[config.mk]
export PLATFORM = sky130hd
export DESIGN_NAME = snake_cmd_exec_flat
export DESIGN_NICKNAME = d
export VERILOG_FILES = /design/src/rtl/snake_cmd_exec_if.sv /design/src/rtl/snake_cmd_exec.sv /design/src/flat_wrapper.sv
export SDC_FILE = /design/constraint.sdc
export NUM_CORES = 1
export LEC_CHECK = 0
export ABC_CLOCK_PERIOD_IN_PS = 5500
export CORE_ASPECT_RATIO = 0.7
export CORE_MARGIN = 2
export CORE_UTILIZATION = 30
export DETAILED_ROUTE_END_ITERATION = 12
export GPL_TIMING_DRIVEN = 0
export PLACE_DENSITY_LB_ADDON = 0.1
export RECOVER_POWER = 50
export SLEW_MARGIN = 20
export SYNTH_ARGS = -nofsm -noshare
export SYNTH_HDL_FRONTEND = slang
export SYNTH_SLANG_ARGS = --single-unit
[constraint.sdc]
create_clock -name clk -period 5.5 [get_ports clk]
set_input_delay 1.1 -clock clk [delete_from_list [all_inputs] [get_ports clk]]
set_output_delay 1.1 -clock clk [all_outputs]
set_load 0.02 [all_outputs]
[src/rtl/snake_cmd_exec_if.sv]
// Draw-command execution port bundle: command stream in, framebuffer writes
// and the paired line/char command handshake out.
interface snake_cmd_exec_if #(
  parameter int unsigned H_LOGIC_WIDTH  = 5,
  parameter int unsigned V_LOGIC_WIDTH  = 5,
  parameter int unsigned COLOR_ID_WIDTH = 8
);

  logic [31:0]                          cmd;
  logic                                 cmd_vld;
  logic                                 fb_we;
  logic [V_LOGIC_WIDTH+H_LOGIC_WIDTH-1:0] fb_addr;
  logic [COLOR_ID_WIDTH-1:0]            fb_data;
  logic [31:0]                          aux_cmd0;
  logic [31:0]                          aux_cmd1;
  logic                                 aux_vld;
  logic                                 aux_rdy;
  logic                                 busy;
  logic                                 ovf;
  logic                                 err;

  // Producer / testbench side
  modport master (
    output cmd, cmd_vld, aux_rdy,
    input  fb_we, fb_addr, fb_data, aux_cmd0, aux_cmd1, aux_vld, busy, ovf, err
  );

  // Executor side
  modport slave (
    input  cmd, cmd_vld, aux_rdy,
    output fb_we, fb_addr, fb_data, aux_cmd0, aux_cmd1, aux_vld, busy, ovf, err
  );

endinterface

[src/rtl/snake_cmd_exec.sv]
// Snake draw-command executor. Buffers the core's command stream in a FIFO,
// turns pixel/rectangle commands into framebuffer writes and pairs two-word
// line/char commands for the downstream engine.
// Optional statistics counters: define SNAKE_CMD_EXEC_STAT_EN.
module snake_cmd_exec #(
  parameter int unsigned H_LOGIC_WIDTH  = 5,
  parameter int unsigned V_LOGIC_WIDTH  = 5,
  parameter logic [H_LOGIC_WIDTH-1:0] H_LOGIC_MAX = 5'd31,
  parameter logic [V_LOGIC_WIDTH-1:0] V_LOGIC_MAX = 5'd23,
  parameter int unsigned COLOR_ID_WIDTH = 8,
  parameter int unsigned FIFO_DEPTH     = 16,
  parameter int unsigned FIFO_AW        = 4
) (
  input  logic        clk,
  input  logic        rst,
`ifdef SNAKE_CMD_EXEC_STAT_EN
  output logic [15:0] stat_cmds,
  output logic [15:0] stat_drops,
`endif
  snake_cmd_exec_if.slave bus
);

  localparam int unsigned AW = V_LOGIC_WIDTH + H_LOGIC_WIDTH;

  localparam logic [1:0] StIdle    = 2'd0;
  localparam logic [1:0] StDecode  = 2'd1;
  localparam logic [1:0] StFill    = 2'd2;
  localparam logic [1:0] StAuxWait = 2'd3;

  // Zero-extended limits so range checks stay meaningful at full coordinate width
  localparam logic [H_LOGIC_WIDTH:0] HMaxExt = {1'b0, H_LOGIC_MAX};
  localparam logic [V_LOGIC_WIDTH:0] VMaxExt = {1'b0, V_LOGIC_MAX};

  // ---------------------------------------------------------------------------
  // Command FIFO
  // ---------------------------------------------------------------------------
  logic [31:0]      mem [FIFO_DEPTH];
  logic [FIFO_AW-1:0] wptr_q, rptr_q;
  logic [FIFO_AW:0] count_q;
  logic [31:0]      rd_q;
  logic             full, empty, push, pop, fifo_drop;

  assign full      = count_q[FIFO_AW];
  assign empty     = (count_q == '0);
  // A full FIFO drops the word even if a pop frees a slot on the same edge
  assign push      = bus.cmd_vld & ~full;
  assign fifo_drop = bus.cmd_vld & full;

  // Storage write; contents need no reset
  always_ff @(posedge clk) begin
    if (push) mem[wptr_q] <= bus.cmd;
  end

  // Pointers, occupancy and registered read port
  always_ff @(posedge clk) begin
    if (rst) begin
      wptr_q  <= '0;
      rptr_q  <= '0;
      count_q <= '0;
      rd_q    <= '0;
    end else begin
      if (push) wptr_q <= wptr_q + {{(FIFO_AW-1){1'b0}}, 1'b1};
      if (pop) begin
        rptr_q <= rptr_q + {{(FIFO_AW-1){1'b0}}, 1'b1};
        rd_q   <= mem[rptr_q];
      end
      unique case ({push, pop})
        2'b10:   count_q <= count_q + {{FIFO_AW{1'b0}}, 1'b1};
        2'b01:   count_q <= count_q - {{FIFO_AW{1'b0}}, 1'b1};
        default: count_q <= count_q;
      endcase
    end
  end

  // ---------------------------------------------------------------------------
  // Decode fields of the word just read
  // ---------------------------------------------------------------------------
  logic [3:0]                op;
  logic [H_LOGIC_WIDTH-1:0]  p_x, r_x0, r_x1, x1_clip;
  logic [V_LOGIC_WIDTH-1:0]  p_y, r_y0, r_y1, y1_clip;
  logic [COLOR_ID_WIDTH-1:0] p_col, r_col;

  assign op    = rd_q[31:28];
  assign p_x   = rd_q[27:23];
  assign p_y   = rd_q[22:18];
  assign p_col = rd_q[17:10];
  assign r_x0  = rd_q[27:23];
  assign r_y0  = rd_q[22:18];
  assign r_x1  = rd_q[17:13];
  assign r_y1  = rd_q[12:8];
  assign r_col = rd_q[7:0];

  assign x1_clip = ({1'b0, r_x1} > HMaxExt) ? H_LOGIC_MAX : r_x1;
  assign y1_clip = ({1'b0, r_y1} > VMaxExt) ? V_LOGIC_MAX : r_y1;

  // ---------------------------------------------------------------------------
  // Execution FSM
  // ---------------------------------------------------------------------------
  logic [1:0]                state_q, state_d;
  logic [H_LOGIC_WIDTH-1:0]  cx_q, cx_d, x0_q, x0_d, x1_q, x1_d;
  logic [V_LOGIC_WIDTH-1:0]  cy_q, cy_d, y1_q, y1_d;
  logic [COLOR_ID_WIDTH-1:0] col_q, col_d;
  logic [31:0]               latch_q, latch_d;
  logic                      latch_vld_q, latch_vld_d;
  logic                      fb_we_q, fb_we_d;
  logic [AW-1:0]             fb_addr_q, fb_addr_d;
  logic [COLOR_ID_WIDTH-1:0] fb_data_q, fb_data_d;
  logic [31:0]               aux_cmd0_q, aux_cmd0_d, aux_cmd1_q, aux_cmd1_d;
  logic                      aux_vld_q, aux_vld_d;
  logic                      ovf_q, err_q, err_set;
  logic [1:0]                cmd_inc, drop_inc;

  // Next-state, write generation and pair handling
  always_comb begin
    state_d     = state_q;
    cx_d        = cx_q;
    cy_d        = cy_q;
    x0_d        = x0_q;
    x1_d        = x1_q;
    y1_d        = y1_q;
    col_d       = col_q;
    latch_d     = latch_q;
    latch_vld_d = latch_vld_q;
    fb_we_d     = 1'b0;
    fb_addr_d   = fb_addr_q;
    fb_data_d   = fb_data_q;
    aux_cmd0_d  = aux_cmd0_q;
    aux_cmd1_d  = aux_cmd1_q;
    aux_vld_d   = aux_vld_q;
    err_set     = 1'b0;
    pop         = 1'b0;
    cmd_inc     = 2'd0;
    drop_inc    = 2'd0;

    unique case (state_q)
      StIdle: begin
        if (!empty) begin
          pop     = 1'b1;
          state_d = StDecode;
        end
      end
      StDecode: begin
        state_d = StIdle;
        unique case (op)
          4'h0: begin
            if (({1'b0, p_x} <= HMaxExt) && ({1'b0, p_y} <= VMaxExt)) begin
              fb_we_d   = 1'b1;
              fb_addr_d = {p_y, p_x};
              fb_data_d = p_col;
              cmd_inc   = 2'd1;
            end else begin
              err_set  = 1'b1;
              drop_inc = 2'd1;
            end
          end
          4'h1: begin
            if ((r_x0 > x1_clip) || (r_y0 > y1_clip)) begin
              err_set  = 1'b1;
              drop_inc = 2'd1;
            end else begin
              cx_d    = r_x0;
              cy_d    = r_y0;
              x0_d    = r_x0;
              x1_d    = x1_clip;
              y1_d    = y1_clip;
              col_d   = r_col;
              cmd_inc = 2'd1;
              state_d = StFill;
            end
          end
          4'h9, 4'ha: begin
            if (!rd_q[0]) begin
              // A newer first word replaces an unpaired one
              if (latch_vld_q) begin
                err_set  = 1'b1;
                drop_inc = 2'd1;
              end
              latch_d     = rd_q;
              latch_vld_d = 1'b1;
            end else if (latch_vld_q && (latch_q[31:28] == op)) begin
              aux_cmd0_d = latch_q;
              aux_cmd1_d = rd_q;
              aux_vld_d  = 1'b1;
              cmd_inc    = 2'd2;
              state_d    = StAuxWait;
            end else begin
              err_set     = 1'b1;
              drop_inc    = latch_vld_q ? 2'd2 : 2'd1;
              latch_vld_d = 1'b0;
            end
          end
          default: begin
            err_set  = 1'b1;
            drop_inc = 2'd1;
          end
        endcase
      end
      StFill: begin
        fb_we_d   = 1'b1;
        fb_addr_d = {cy_q, cx_q};
        fb_data_d = col_q;
        if (cx_q == x1_q) begin
          cx_d = x0_q;
          if (cy_q == y1_q) state_d = StIdle;
          else              cy_d = cy_q + {{(V_LOGIC_WIDTH-1){1'b0}}, 1'b1};
        end else begin
          cx_d = cx_q + {{(H_LOGIC_WIDTH-1){1'b0}}, 1'b1};
        end
      end
      StAuxWait: begin
        if (bus.aux_rdy) begin
          aux_vld_d   = 1'b0;
          latch_vld_d = 1'b0;
          state_d     = StIdle;
        end
      end
      default: state_d = StIdle;
    endcase
  end

  // State and registered outputs; sticky flags clear only on reset
  always_ff @(posedge clk) begin
    if (rst) begin
      state_q     <= StIdle;
      cx_q        <= '0;
      cy_q        <= '0;
      x0_q        <= '0;
      x1_q        <= '0;
      y1_q        <= '0;
      col_q       <= '0;
      latch_q     <= '0;
      latch_vld_q <= 1'b0;
      fb_we_q     <= 1'b0;
      fb_addr_q   <= '0;
      fb_data_q   <= '0;
      aux_cmd0_q  <= '0;
      aux_cmd1_q  <= '0;
      aux_vld_q   <= 1'b0;
      ovf_q       <= 1'b0;
      err_q       <= 1'b0;
    end else begin
      state_q     <= state_d;
      cx_q        <= cx_d;
      cy_q        <= cy_d;
      x0_q        <= x0_d;
      x1_q        <= x1_d;
      y1_q        <= y1_d;
      col_q       <= col_d;
      latch_q     <= latch_d;
      latch_vld_q <= latch_vld_d;
      fb_we_q     <= fb_we_d;
      fb_addr_q   <= fb_addr_d;
      fb_data_q   <= fb_data_d;
      aux_cmd0_q  <= aux_cmd0_d;
      aux_cmd1_q  <= aux_cmd1_d;
      aux_vld_q   <= aux_vld_d;
      ovf_q       <= ovf_q | fifo_drop;
      err_q       <= err_q | err_set;
    end
  end

  assign bus.fb_we    = fb_we_q;
  assign bus.fb_addr  = fb_addr_q;
  assign bus.fb_data  = fb_data_q;
  assign bus.aux_cmd0 = aux_cmd0_q;
  assign bus.aux_cmd1 = aux_cmd1_q;
  assign bus.aux_vld  = aux_vld_q;
  assign bus.ovf      = ovf_q;
  assign bus.err      = err_q;
  assign bus.busy     = (state_q != StIdle) | ~empty;

`ifdef SNAKE_CMD_EXEC_STAT_EN
  logic [15:0] stat_cmds_q, stat_drops_q;
  logic [16:0] cmds_sum, drops_sum;

  assign cmds_sum  = {1'b0, stat_cmds_q} + {15'b0, cmd_inc};
  assign drops_sum = {1'b0, stat_drops_q} + {15'b0, drop_inc} + {16'b0, fifo_drop};

  // Saturating activity counters
  always_ff @(posedge clk) begin
    if (rst) begin
      stat_cmds_q  <= '0;
      stat_drops_q <= '0;
    end else begin
      stat_cmds_q  <= cmds_sum[16] ? 16'hffff : cmds_sum[15:0];
      stat_drops_q <= drops_sum[16] ? 16'hffff : drops_sum[15:0];
    end
  end

  assign stat_cmds  = stat_cmds_q;
  assign stat_drops = stat_drops_q;
`else
  logic unused_stat;
  assign unused_stat = ^{cmd_inc, drop_inc};
`endif

endmodule
[src/flat_wrapper.sv]
// flat-port wrapper written by rule: the top's interface ports become plain ports
module snake_cmd_exec_flat 
#(
  parameter int unsigned H_LOGIC_WIDTH  = 5,
  parameter int unsigned V_LOGIC_WIDTH  = 5,
  parameter logic [H_LOGIC_WIDTH-1:0] H_LOGIC_MAX = 5'd31,
  parameter logic [V_LOGIC_WIDTH-1:0] V_LOGIC_MAX = 5'd23,
  parameter int unsigned COLOR_ID_WIDTH = 8,
  parameter int unsigned FIFO_DEPTH     = 16,
  parameter int unsigned FIFO_AW        = 4
)
  (clk, rst, bus_cmd, bus_cmd_vld, bus_aux_rdy, bus_fb_we, bus_fb_addr, bus_fb_data, bus_aux_cmd0, bus_aux_cmd1, bus_aux_vld, bus_busy, bus_ovf, bus_err);
  snake_cmd_exec_if #(.H_LOGIC_WIDTH(H_LOGIC_WIDTH), .V_LOGIC_WIDTH(V_LOGIC_WIDTH), .COLOR_ID_WIDTH(COLOR_ID_WIDTH)) bus_i ();
  input  logic clk;
  input  logic rst;
  input wire logic [$bits(bus_i.cmd)-1:0] bus_cmd;
  input wire logic [$bits(bus_i.cmd_vld)-1:0] bus_cmd_vld;
  input wire logic [$bits(bus_i.aux_rdy)-1:0] bus_aux_rdy;
  output wire logic [$bits(bus_i.fb_we)-1:0] bus_fb_we;
  output wire logic [$bits(bus_i.fb_addr)-1:0] bus_fb_addr;
  output wire logic [$bits(bus_i.fb_data)-1:0] bus_fb_data;
  output wire logic [$bits(bus_i.aux_cmd0)-1:0] bus_aux_cmd0;
  output wire logic [$bits(bus_i.aux_cmd1)-1:0] bus_aux_cmd1;
  output wire logic [$bits(bus_i.aux_vld)-1:0] bus_aux_vld;
  output wire logic [$bits(bus_i.busy)-1:0] bus_busy;
  output wire logic [$bits(bus_i.ovf)-1:0] bus_ovf;
  output wire logic [$bits(bus_i.err)-1:0] bus_err;
  assign bus_i.cmd = bus_cmd;
  assign bus_i.cmd_vld = bus_cmd_vld;
  assign bus_i.aux_rdy = bus_aux_rdy;
  assign bus_fb_we = bus_i.fb_we;
  assign bus_fb_addr = bus_i.fb_addr;
  assign bus_fb_data = bus_i.fb_data;
  assign bus_aux_cmd0 = bus_i.aux_cmd0;
  assign bus_aux_cmd1 = bus_i.aux_cmd1;
  assign bus_aux_vld = bus_i.aux_vld;
  assign bus_busy = bus_i.busy;
  assign bus_ovf = bus_i.ovf;
  assign bus_err = bus_i.err;
  snake_cmd_exec #(.H_LOGIC_WIDTH(H_LOGIC_WIDTH), .V_LOGIC_WIDTH(V_LOGIC_WIDTH), .H_LOGIC_MAX(H_LOGIC_MAX), .V_LOGIC_MAX(V_LOGIC_MAX), .COLOR_ID_WIDTH(COLOR_ID_WIDTH), .FIFO_DEPTH(FIFO_DEPTH), .FIFO_AW(FIFO_AW)) u_core (.clk(clk), .rst(rst), .bus(bus_i));
endmodule
==> results.md <==
* Initial drt markers at 1361
* Setup violators final at 0
* Synth Instances at ~1700
* Combinational power share at 24.0%
* Crit Path Category: flop to flop
* Crit-path slowest cell: o21ai_0
* #FFs+latches synth at roughly 700
* Clock transition at path regs at 0.06 ns
* WL final at just over 80 mm
* Pwr Density at 460 nW/um2
* Die height at between 200 and 300 um
* Met1 Use GR at between 20% and 30%
* Worst Path Max Fanout at 10
* CP Capture Type: flop
* Post-CTS Setup Bufs at 0
* Area share of and/or/nand/nor cells after synthesis at around 6.7%
* Pint at 10.5 mW
* Worst setup SP type: flop
* Initial antenna violation count at 15
* Mux cell area share after synthesis at between 10 and 15%
* Post-Place Worst Slack at 1.16 ns
* Remaining DRCs at 0
* Maximum VDD drop at 0.000209 V
* Clock root cell: clkbuf_16
* Hold-fix buffers, CTS at 0
* Multi-input gate area at around 7600 um2
* Std-Cell Rows at between 90 and 100
* RSZ-0062 raised after global routing: false
* Fmax at 234 MHz
* Fin. max-slew vios at 10
* Outcome: complete, but fails checks
* Initial Utilization at a little under a third
* CTS Buffer Depth at 3
* Failing checks: capacitance limit, slew limit
* Avg Cell Area, Syn at 15.7 um2
* Sequential Area at just under 20000 um2
* Psw at approximately 4.8 mW
* Nets at between 2000 and 2500
* Buf+Inv Stages, Crit Path at 2
* Clock share of power at about a third
* # fillers at 8523
* Global-route wire length before repair at 117 mm
* Switching share of power at between 30 and 40%
* Routed wire per std cell at 24.8 um
* Worst-path cell chain: or4_1, o21ai_0, inv_2, clkbuf_1, ha_1, ha_1, nor2b_1, o21ai_0, and3_1, nor3_1, xnor2_1, nor2_1
* Area Overhead vs Synth at 21.4%
* Final Hold Vio Count at 0
* CTS Sinks at 709
* Post-DP HPWL at between 50 and 60 mm
* Hold Crit Class: flop to flop
* Synth Area in XOR/XNOR at less than 1%
* DRT Pass-1 Iters at 5
* Synthesis warning total at 0
* Main synth FF type: edfxtp_1
* Req. time, crit path at 5.97 ns
* Worst Path Arrival at roughly 4.7 ns
* Global Route Usage Sum at around 17%
* Worst-margin pin slew at approximately 1.7 ns
* Die width at about 370 um
* Die area at roughly 94000 um2
* GR Overflow Total at 0
* CTS tree: built
* Largest net degree at the start of global routing at 18
* Distinct cells, synth at 59
* Compound-cell area share of the yosys netlist at 4.82%
* Via/cell ratio at slightly below 5
* Via count at 16100
* Mapped Nets at between 1500 and 2000
* Seq pwr share at a little over two fifths
* Core Footprint at about 90000 um2
* PortBufs at 120
* Vias in the first global route at between 15000 and 20000
* DRT antenna net count at 0
* Setup tns final at 0 ns
* LEAKAGE at between 10 and 15 nW
* CTS-repair resized insts at 0
* Max Clock Skew at between 0.015 and 0.02 ns
* Design Area, Final at 33300 um2
* Layout cells sized above 1 at approximately 17%
* Sequential fraction of the synthesis area at 70.4%
* Overall power at 15.3 mW
* Max incr delay on CP at 0.84 ns
* Clk Latency, worst-skew pair at slightly above 0.6 ns
* EDFF count, synth at slightly above 500
* Dpl cell area at 31000 um2
* Ports at between 100 and 150
* Adder-cell share of the synthesized area at about 1.2%
* Final min period at 4.27 ns
* GR peak layer: met1
* GR Util met2 at 25.7%
* Hold WS at 0.454 ns
* H-tree levels at 3
* Mapped cell area at 27400 um2
* CP delay by family, top: simple AND/OR/NAND/NOR gates
* FFs w/ async S/R, synth at 0%
* Largest family of logic cells by synthesized area: multiplexers
* Met3 usage at around 3.4%
* Total CTS buffers at 73
* Worst Setup Slack, final at around 1.2 ns
* Max-cap violation count at 1
* Slew HR at -11.9%
* Period Utilization, post-route at a little under 80%
* GPL Wtd Cong at roughly 0.85
==> state kept, by name, indices dropped and copies added, names as in the netlist <==
signal / cells
u_core.cy_q: 5
u_core.bus.ovf: 1
u_core.mem: 512
u_core.rptr_q: 4
u_core.cx_q: 5
u_core.count_q: 5
u_core.bus.fb_data: 8
u_core.bus.err: 1
u_core.state_q: 2
u_core.bus.fb_addr: 10
u_core.x0_q: 5
u_core.col_q: 8
u_core.latch_vld_q: 1
u_core.bus.fb_we: 1
u_core.bus.aux_vld: 1
u_core.wptr_q: 4
u_core.rd_q: 32
u_core.bus.aux_cmd1: 32
u_core.latch_q: 31
u_core.bus.aux_cmd0: 31
u_core.x1_q: 5
u_core.y1_q: 5
==> logic make-up after synthesis <==
family	count (synthesis)
other cells	1
simple gates	440
flops	709
fa+ha+maj	26
mux	175
xor+xnor	27
buf+inv	136
compound gates	233
==> cell type report <==
cell class	count	share of cell area, %
inverter	26	0.293
clock buffer	100	6.08
sequential	709	58.0
buffer	110	1.56
clock inverter	32	1.03
timing repair buffer	165	5.77
tap	1222	4.59
multi-input combinational	902	22.7
antenna	1	0.00751
==> synth_stat cells (3+ instances only) <==
cell type | n | area, um2
a211oi_1 | 26 | 195
a21oi_1 | 172 | 861
a31oi_1 | 3 | 18.8
and3_1 | 4 | 25.0
and4_1 | 3 | 26.3
buf_1 | 15 | 56.3
buf_2 | 23 | 115
buf_6 | 11 | 124
clkbuf_1 | 60 | 225
dfxtp_1 | 197 | 3940
edfxtp_1 | 512 | 15400
ha_1 | 25 | 313
inv_1 | 24 | 90.1
mux2_2 | 3 | 33.8
mux2i_1 | 12 | 120
mux4_2 | 160 | 3600
nand2_1 | 297 | 1110
nand2b_1 | 10 | 62.6
nand3_1 | 9 | 45.0
nand4_1 | 5 | 31.3
nor2_1 | 76 | 285
nor2b_1 | 8 | 50.1
nor3_1 | 10 | 50.1
nor3b_1 | 4 | 30.0
o21ai_0 | 8 | 40.0
o32ai_1 | 3 | 26.3
or2_1 | 3 | 18.8
xnor2_1 | 13 | 114
xor2_1 | 14 | 123
==> final timing paths <==
check                         startpoint                      to  slack, ns  cells after the start
setup / recovery       u_core.count_q[4]       u_core.count_q[4]       1.23                     12
hold / removal    u_core.bus.aux_cmd0[5]  u_core.bus.aux_cmd0[5]       0.45                      2
setup reg to reg       u_core.count_q[4]       u_core.count_q[4]       1.23                     12
hold reg to reg   u_core.bus.aux_cmd0[5]  u_core.bus.aux_cmd0[5]       0.45                      2
==> routing by layer <==
| layer | vias up | share of wire [%] |
|---|---|---|
| met5 | - | 0.052 |
| met4 | 6 | 1.6 |
| li1 | 7081 | - |
| met3 | 110 | 6.1 |
| met1 | 8449 | 49 |
| met2 | 409 | 43 |
==> worst min-delay path, delay by kind of cell, from the launching register on <==
kind | cells | cell delay, ns
simple gates | 1 | 0.05
compound gates | 1 | 0.05
flops | 1 | 0.30
==> power groups by stage <==
stage	Combinational (mW)	Sequential (mW)	Clock, mW
floorplan	2.35	6.49	0
global placement	3.63	6.76	0
detailed placement	3.73	6.73	0
CTS	3.74	6.62	5.13
global route	4.01	6.66	5.34
finish	3.68	6.64	5.01
==> per-stage QoR <==
stage	std cells	util, %
2_1_floorplan	1747	-
3_5_place_dp	3134	34.3
3_3_place_gp	3089	33.4
6_report	3267	36.9
5_1_grt	3266	36.9
4_1_cts	3266	36.9
==> cell usage in the layout, fill, tap and decap left out, drive strengths merged, types with 3 or more instances in the layout <==
cell           synthesis  final
nor2                  76     76
o32ai                  3      3
or2                    3      3
clkinvlp               0      3
clkbuf                60    172
edfxtp               512    512
nor2b                  8      8
o21ai                 10     10
and3                   4      4
a31oi                  3      3
bufinv                 0      7
buf                   50     83
dlygate4sd3            0     33
mux2i                 12     12
and4                   3      3
xor2                  14     14
a211oi                26     26
ha                    25     25
clkdlybuf4s50          0     87
mux2                   3      3
clkinv                 0     19
nand4                  5      5
nand3                  9      9
nor3b                  4      4
dfxtp                197    197
nand2b                10     10
mux4                 160    160
a21oi                172    172
xnor2                 13     13
inv                   26     29
nand2                297    297
nor3                  12     12
Note: power is estimated with default switching activity, not from simulation.
